==> src/rtl/mips_core_pkg.sv <==
// mips_core_pkg: shared core types, including the CDB entry layout and the CDB arbiter configuration
package mips_core_pkg;
  localparam int ROB_DEPTH_BITS = 5;
  localparam int XLEN = 32;
  localparam int CDB_NUM_SRC = 2;
  localparam int CDB_NUM_BUS = 1;
  typedef struct packed {
    logic [ROB_DEPTH_BITS-1:0] tag;
    logic [XLEN-1:0] data;
  } cdb_entry_t;
  function automatic int ptr_bits(input int n);
    return n > 1 ? $clog2(n) : 1;
  endfunction
endpackage

==> src/rtl/cdb_skid_fifo.sv <==
// cdb_skid_fifo: circular skid buffer holding one producer's results until the CDB grants them
module cdb_skid_fifo import mips_core_pkg::*; #(
  parameter int DEPTH = 2,
  parameter int WIDTH = 37,
  localparam int CW = $clog2(DEPTH + 1),
  localparam int PW = ptr_bits(DEPTH)
) (
  input  logic             clk,
  input  logic             rst_n,
  input  logic             flush,
  input  logic             push,
  input  logic             pop,
  input  logic [WIDTH-1:0] din,
  output logic [WIDTH-1:0] head,
  output logic [CW-1:0]    count,
  output logic             empty
);
  logic [WIDTH-1:0] mem [DEPTH];
  logic [PW-1:0] rd, wr;
  function automatic logic [PW-1:0] inc(input logic [PW-1:0] p);
    return p == PW'(DEPTH - 1) ? '0 : p + 1'b1;
  endfunction
  assign head = mem[rd];
  assign empty = count == '0;
  always_ff @(posedge clk or negedge rst_n)
    if (!rst_n) begin
      rd <= '0;
      wr <= '0;
      count <= '0;
    end else if (flush) begin
      rd <= '0;
      wr <= '0;
      count <= '0;
    end else begin
      if (push) wr <= inc(wr);
      if (pop) rd <= inc(rd);
      count <= count + CW'(push) - CW'(pop);
    end
  always_ff @(posedge clk)
    if (push && !flush) mem[wr] <= din;
endmodule

==> src/rtl/cdb_arbiter.sv <==
// cdb_arbiter: round-robin arbiter moving skid-buffered producer results onto NUM_BUS registered CDB lanes
// CDB_ARBITER_BYPASS_EN: an empty-FIFO producer may be granted straight from its inputs
module cdb_arbiter import mips_core_pkg::*; #(
  parameter int NUM_SRC = CDB_NUM_SRC,
  parameter int NUM_BUS = CDB_NUM_BUS,
  parameter int TAG_WIDTH = ROB_DEPTH_BITS,
  parameter int DATA_WIDTH = 32,
  parameter int SKID_DEPTH = 2,
  localparam int EW = TAG_WIDTH + DATA_WIDTH,
  localparam int PW = ptr_bits(NUM_SRC),
  localparam int CW = $clog2(SKID_DEPTH + 1)
) (
  input  logic                          clk,
  input  logic                          rst_n,
  input  logic                          flush,
  input  logic [NUM_SRC-1:0]            src_valid,
  output logic [NUM_SRC-1:0]            src_ready,
  input  logic [NUM_SRC*TAG_WIDTH-1:0]  src_tag,
  input  logic [NUM_SRC*DATA_WIDTH-1:0] src_data,
  output logic [NUM_BUS-1:0]            cdb_valid,
  output logic [NUM_BUS*TAG_WIDTH-1:0]  cdb_tag,
  output logic [NUM_BUS*DATA_WIDTH-1:0] cdb_data
);
  logic [EW-1:0] head [NUM_SRC];
  logic [EW-1:0] cand [NUM_SRC];
  logic [CW-1:0] count [NUM_SRC];
  logic [NUM_SRC-1:0] empty, fast, elig, grant, push, pop;
  logic [NUM_BUS-1:0] lane_vld;
  logic [PW-1:0] lane_sel [NUM_BUS];
  logic [PW-1:0] rr_ptr, rr_nxt;
  for (genvar i = 0; i < NUM_SRC; i++) begin : g_src
    logic [EW-1:0] din;
    assign din = {src_tag[i*TAG_WIDTH +: TAG_WIDTH], src_data[i*DATA_WIDTH +: DATA_WIDTH]};
    assign src_ready[i] = count[i] < CW'(SKID_DEPTH);
`ifdef CDB_ARBITER_BYPASS_EN
    assign fast[i] = empty[i] && src_valid[i];
    assign cand[i] = fast[i] ? din : head[i];
`else
    assign fast[i] = 1'b0;
    assign cand[i] = head[i];
`endif
    assign elig[i] = !empty[i] || fast[i];
    // a bypassed grant consumes the input directly, so it must not also be enqueued
    assign push[i] = src_valid[i] && src_ready[i] && !flush && !(grant[i] && fast[i]);
    assign pop[i] = grant[i] && !empty[i];
    cdb_skid_fifo #(.DEPTH(SKID_DEPTH), .WIDTH(EW)) u_fifo (
      .clk(clk), .rst_n(rst_n), .flush(flush), .push(push[i]), .pop(pop[i]),
      .din(din), .head(head[i]), .count(count[i]), .empty(empty[i])
    );
  end
  always_comb begin
    logic [PW:0] s;
    logic [PW-1:0] idx;
    int n;
    grant = '0;
    lane_vld = '0;
    rr_nxt = rr_ptr;
    n = 0;
    for (int b = 0; b < NUM_BUS; b++) lane_sel[b] = '0;
    for (int k = 0; k < NUM_SRC; k++) begin
      s = {1'b0, rr_ptr} + (PW+1)'(k);
      idx = s >= (PW+1)'(NUM_SRC) ? PW'(s - (PW+1)'(NUM_SRC)) : PW'(s);
      if (!flush && elig[idx] && n < NUM_BUS) begin
        grant[idx] = 1'b1;
        for (int b = 0; b < NUM_BUS; b++)
          if (b == n) begin
            lane_vld[b] = 1'b1;
            lane_sel[b] = idx;
          end
        rr_nxt = idx == PW'(NUM_SRC - 1) ? '0 : idx + 1'b1;
        n++;
      end
    end
  end
  always_ff @(posedge clk or negedge rst_n)
    if (!rst_n) begin
      cdb_valid <= '0;
      cdb_tag <= '0;
      cdb_data <= '0;
      rr_ptr <= '0;
    end else if (flush) begin
      cdb_valid <= '0;
      rr_ptr <= '0;
    end else begin
      cdb_valid <= lane_vld;
      rr_ptr <= rr_nxt;
      for (int b = 0; b < NUM_BUS; b++)
        if (lane_vld[b]) begin
          cdb_tag[b*TAG_WIDTH +: TAG_WIDTH] <= cand[lane_sel[b]][EW-1 -: TAG_WIDTH];
          cdb_data[b*DATA_WIDTH +: DATA_WIDTH] <= cand[lane_sel[b]][DATA_WIDTH-1:0];
        end
    end
endmodule
==> config.mk <==
export PLATFORM = sky130hd
export DESIGN_NAME = cdb_arbiter
export DESIGN_NICKNAME = d
export VERILOG_FILES = /design/src/rtl/mips_core_pkg.sv /design/src/rtl/cdb_skid_fifo.sv /design/src/rtl/cdb_arbiter.sv
export SDC_FILE = /design/constraint.sdc
export NUM_CORES = 1
export LEC_CHECK = 0
export ABC_CLOCK_PERIOD_IN_PS = 4600
export CELL_PAD_IN_SITES_DETAIL_PLACEMENT = 1
export CELL_PAD_IN_SITES_GLOBAL_PLACEMENT = 1
export CORE_AREA = 3 3 169 89
export CTS_CLUSTER_SIZE = 8
export DETAILED_ROUTE_END_ITERATION = 8
export DIE_AREA = 0 0 172 92
export DONT_BUFFER_PORTS = 1
export PLACE_DENSITY = 0.81
export SLEW_MARGIN = 20
export SYNTH_ARGS = -nofsm -noshare
export SYNTH_HDL_FRONTEND = slang
export SYNTH_SLANG_ARGS = --single-unit
==> constraint.sdc <==
create_clock -name clk -period 4.6 [get_ports clk]
set_input_delay 0.46 -clock clk [delete_from_list [all_inputs] [get_ports clk]]
set_output_delay 0.46 -clock clk [all_outputs]
set_load 0.01 [all_outputs]
==> results.txt <==
The run finished with clean final reports. Summed over all layers, the routed wires come to 15.7 mm. For this block, the via count after detailed routing is 3940. The fraction of the mapped netlist area in adder cells came out at 0.824%. In this run the most critical hold path is launched from flush. Broken down by cell family, the worst path's largest delay share belongs to simple AND/OR/NAND/NOR gates. The clock period minus final worst setup slack came out at 3.12 ns. Cell internal power was estimated by the tool at 3.52 mW. The data arrival time of the worst path came out at 3.34 ns. After floorplanning, the core was divided into 30 placement rows. The worst setup path is launched from a flip-flop. From synthesis to final layout, the design area changed by 10.9%.

The post-detailed-route wirelength per cell came out at 24.2 microns. The final count of hold timing violations is 0. Headroom to the max-slew limit came out at 38.4%.

The number of maximum-capacitance constraint violations is 0. Among all stages on the critical path, the largest delay is contributed by or2_2. The area fraction in compound gates after synthesis came out at 7.78%. The synthesized-area fraction occupied by and/or/nand/nor cells is 3.71%.

The net count of the mapped netlist is 550. The worst-margin pin slew came out at 0.921 ns. The capturing point of the worst reg2reg path is cdb_data[0]. The floorplan step defined a core boundary enclosing 0.0135 sq mm. Across all register-to-register paths, the minimum setup slack is 1.48 ns. The global-route total usage across every layer is 20.5%. In this run the vertical extent of the chip is 92 microns. In this run, the combinational gates consume 24.8% of the power.

The pin count of the biggest net entering global routing is 77. The tree is rooted in a clkbuf_16. The ratio of total power to cell area came out at 633 mW/mm^2. Detailed placement ended at an HPWL of 10.1 mm. The worst hold endpoint is g_src[1].u_fifo.count[1]. The library cells used most frequently in the layout, excluding fill and tap cells, are 148 x edfxtp_1, 74 x mux2i_1, 45 x dfrtp_1. The synthesized area per cell came out at 16.3 sq um. The number of cells traversed by the worst register-to-register path is 8. Among all flip-flop cells after synthesis, the most frequent one is edfxtp_1. Setup violations remaining at the end of the flow were counted as 0. The async set-reset flop share out of synthesis is 24.1%. The net switching share of the total power is 34.1%. The number of placed instances, taps included is 617. The met3 usage is 6.33%. The clock latency reported for the late side of the worst-skew pair is 0.41 ns. The floorplan die area came out at 0.0158 sq mm.

The final cell count without fillers is 650. The critical path goes through or3b_1, o31ai_1, nor2_1, ha_1, o21ba_2, buf_4, or2_2, a31oi_1. The clock passes through at most 2 buffers.

The dominant combinational cell family by area after synthesis is multiplexers. TritonCTS built the clock tree. The maximum fanout along the worst path is 38. The leakage component of the power came out at 2.73 nW. Setup repair after global routing left no endpoint under its margin.

The maximum level of the CTS H-tree came out at 4. Timing would allow up to 321 MHz. The mux share of post-synthesis cell area came out at 9.91%. The number of instances in the synthesized netlist came out at 466. The total inserted antenna cells came out at 0. The fraction of the cycle the final worst path needs came out at 67.8%. The detailed-route DRC error count came out at 0. In this run the most used layer during global routing was met2. On the final layout, the worst clock skew is 0.0113 ns. Global routing used 34.2% of the available met2 tracks. Clock-pin slew was measured on the worst setup and hold paths at 0.07 ns.

The total power draw is 5.34 mW. The TritonCTS sink count came out at 195. The sequential share of power came out at 48.2%. The met1 track utilization from global routing came out at 26.7%. The routed via count divided by cell count is 6.06.

The required time of the worst setup path came out at 4.82 ns. The number of clock buffers added by TritonCTS is 17. The worst register-to-register path begins at g_src[1].u_fifo.count[1]. The number of global-route vias before repair came out at 4278. The setup TNS came out at 0 ns. After the last flow step, the layout net total stands at 546. The unique cell type count in the Yosys netlist came out at 29. The worst hold path depth came out at 1. The worst ir drop on vdd came out at 0.000318 V. The stage delay of the slowest cell on the critical path came out at 0.78 ns.

The clock group share of total power is 27.0%. 119 I/O pins were placed. The most common library cell in the layout ignoring fill and taps is edfxtp_1. The number of nets with antenna violations after routing came out at 0. The first global-routing pass estimated 24.3 mm of wire.

The initial antenna violation count is 0. The fraction of final layout cells sized beyond drive strength 1 came out at 11.0%. The worst setup path is captured at a flip-flop. The filler cell count in the final layout is 1181.

The worst hold path belongs to the class in2reg. The number of warnings printed during yosys synthesis came out at 0. The width of the chip is 172 microns. Summing every instance area after synthesis gives 0.00759 sq mm.

The count of flip-flops with a built-in enable after synthesis is 148. The fraction of the yosys area taken by sequential cells is 74.0%. The worst setup path is of the reg2reg kind. Routability-driven placement finished with a final weighted congestion of 0.720. The total count of max-transition violations in the final report was 0. The count of buffers inserted at the top-level ports is 0. The register bit count reported by yosys is 195. The overflow left after global routing came out at 0. For this design the total switching power over the nets is 1.82 mW. The number of detailed-routing iterations run before antenna repair came out at 4. The parity-gate share of the synthesized area counting xor and xnor cells is 0.923%. The initial standard-cell utilization of the core came out at 56.2%. The total buffers and inverters traversed by the critical path is 1. The number of DRC violations after detailed-routing iteration 0 is 275.
cell type report:
cell class,count,area (sq um),share of cell area [%]
Sequential cell,195,5620,66.8
Clock buffer,18,429,5.10
Timing Repair Buffer,11,183,2.17
Inverter,6,22.5,0.267
Clock inverter,13,140,1.66
Multi-Input combinational cell,231,1800,21.4
Tap cell,176,220,2.61
power by group through the flow:
stage	registers [mW]	logic (mW)	clock network, mW
global placement	2.60	1.21	0
CTS	2.58	1.33	1.46
detailed placement	2.61	1.31	0
finish	2.57	1.32	1.44
global route	2.61	1.46	1.54
floorplan	2.47	1.09	0
worst register-to-register path, delay by kind of cell (launching register included):
| kind | cells | cell delay [ns] |
|---|---|---|
| and+or+nand+nor | 3 | 1.30 |
| buffers and inverters | 1 | 0.42 |
| adders and majority gates | 1 | 0.18 |
| DFF | 1 | 0.45 |
| AOI/OAI and AO/OA | 3 | 0.59 |
routing by layer:
metal | part of all wire, % | vias up
li1 | - | 1800
met1 | 43 | 2042
met2 | 49 | 91
met3 | 6.7 | 7
met4 | 0.61 | 0
met5 | 0 | -
cells in the mapped netlist (3+ instances only):
| library cell | count | area share [%] |
|---|---|---|
| xnor2_1 | 6 | 0.69 |
| ha_1 | 5 | 0.82 |
| dfrtp_1 | 47 | 15 |
| buf_6 | 7 | 1.0 |
| o32ai_1 | 37 | 4.3 |
| a31oi_1 | 37 | 3.0 |
| buf_1 | 3 | 0.15 |
| clkbuf_1 | 17 | 0.84 |
| nor2_1 | 14 | 0.69 |
| nand2_1 | 37 | 1.8 |
| inv_1 | 6 | 0.30 |
| mux2i_1 | 74 | 9.8 |
| buf_2 | 6 | 0.40 |
| nor2b_1 | 5 | 0.41 |
| edfxtp_1 | 148 | 59 |
cell families (layout without fill, tap and decap cells):
kind of cell / after synthesis / count (layout)
buffers and inverters: 40 / 48
multiplexers: 75 / 75
AO/OA/AOI/OAI: 79 / 79
AND/OR/NAND/NOR: 64 / 64
adder cells (fa/ha/maj): 5 / 5
XOR/XNOR: 8 / 8
flip-flops: 195 / 195
flip-flops by register name, indices dropped and copies added, names as in the netlist:
name and flops:
g_src.u_fifo.mem 148, cdb_data 32, cdb_tag 5, g_src.u_fifo.count 4, g_src.u_fifo.rd 2, g_src.u_fifo.wr 2
cdb_valid 1, rr_ptr 1
worst max-delay path by stage:
stage,from,to,cells after the start
global route,g_src[1].u_fifo.count[1],cdb_data[0],8
floorplan,flush,g_src[1].u_fifo.mem[0][0],3
finish,g_src[1].u_fifo.count[1],cdb_data[0],8
global placement,g_src[1].u_fifo.count[1],cdb_data[8],8
detailed placement,g_src[1].u_fifo.count[1],cdb_data[0],8
CTS,g_src[1].u_fifo.count[1],cdb_data[0],8
through the flow:
step	util [%]	area (sq um)	worst slack [ns]	hold slack, ns
global route	62.3	8420	1.26	0.0944
finish	62.3	8420	1.48	0.100
global placement	57.1	7720	1.76	0.166
CTS	62.3	8420	1.47	0.0931
floorplan	-	7590	1.79	0.164
detailed placement	57.8	7820	1.55	0.166
what timing repair did:
| action | in CTS | in global routing |
|---|---|---|
| hold buffers | 2 | 0 |
| endpoints found under the hold margin | 47 | 0 |
| resized for setup | 0 | 0 |
| buffers inserted | 0 | 0 |
| setup endpoints to repair | 0 | 0 |
No activity file was read; power rests on OpenSTA's default activity.
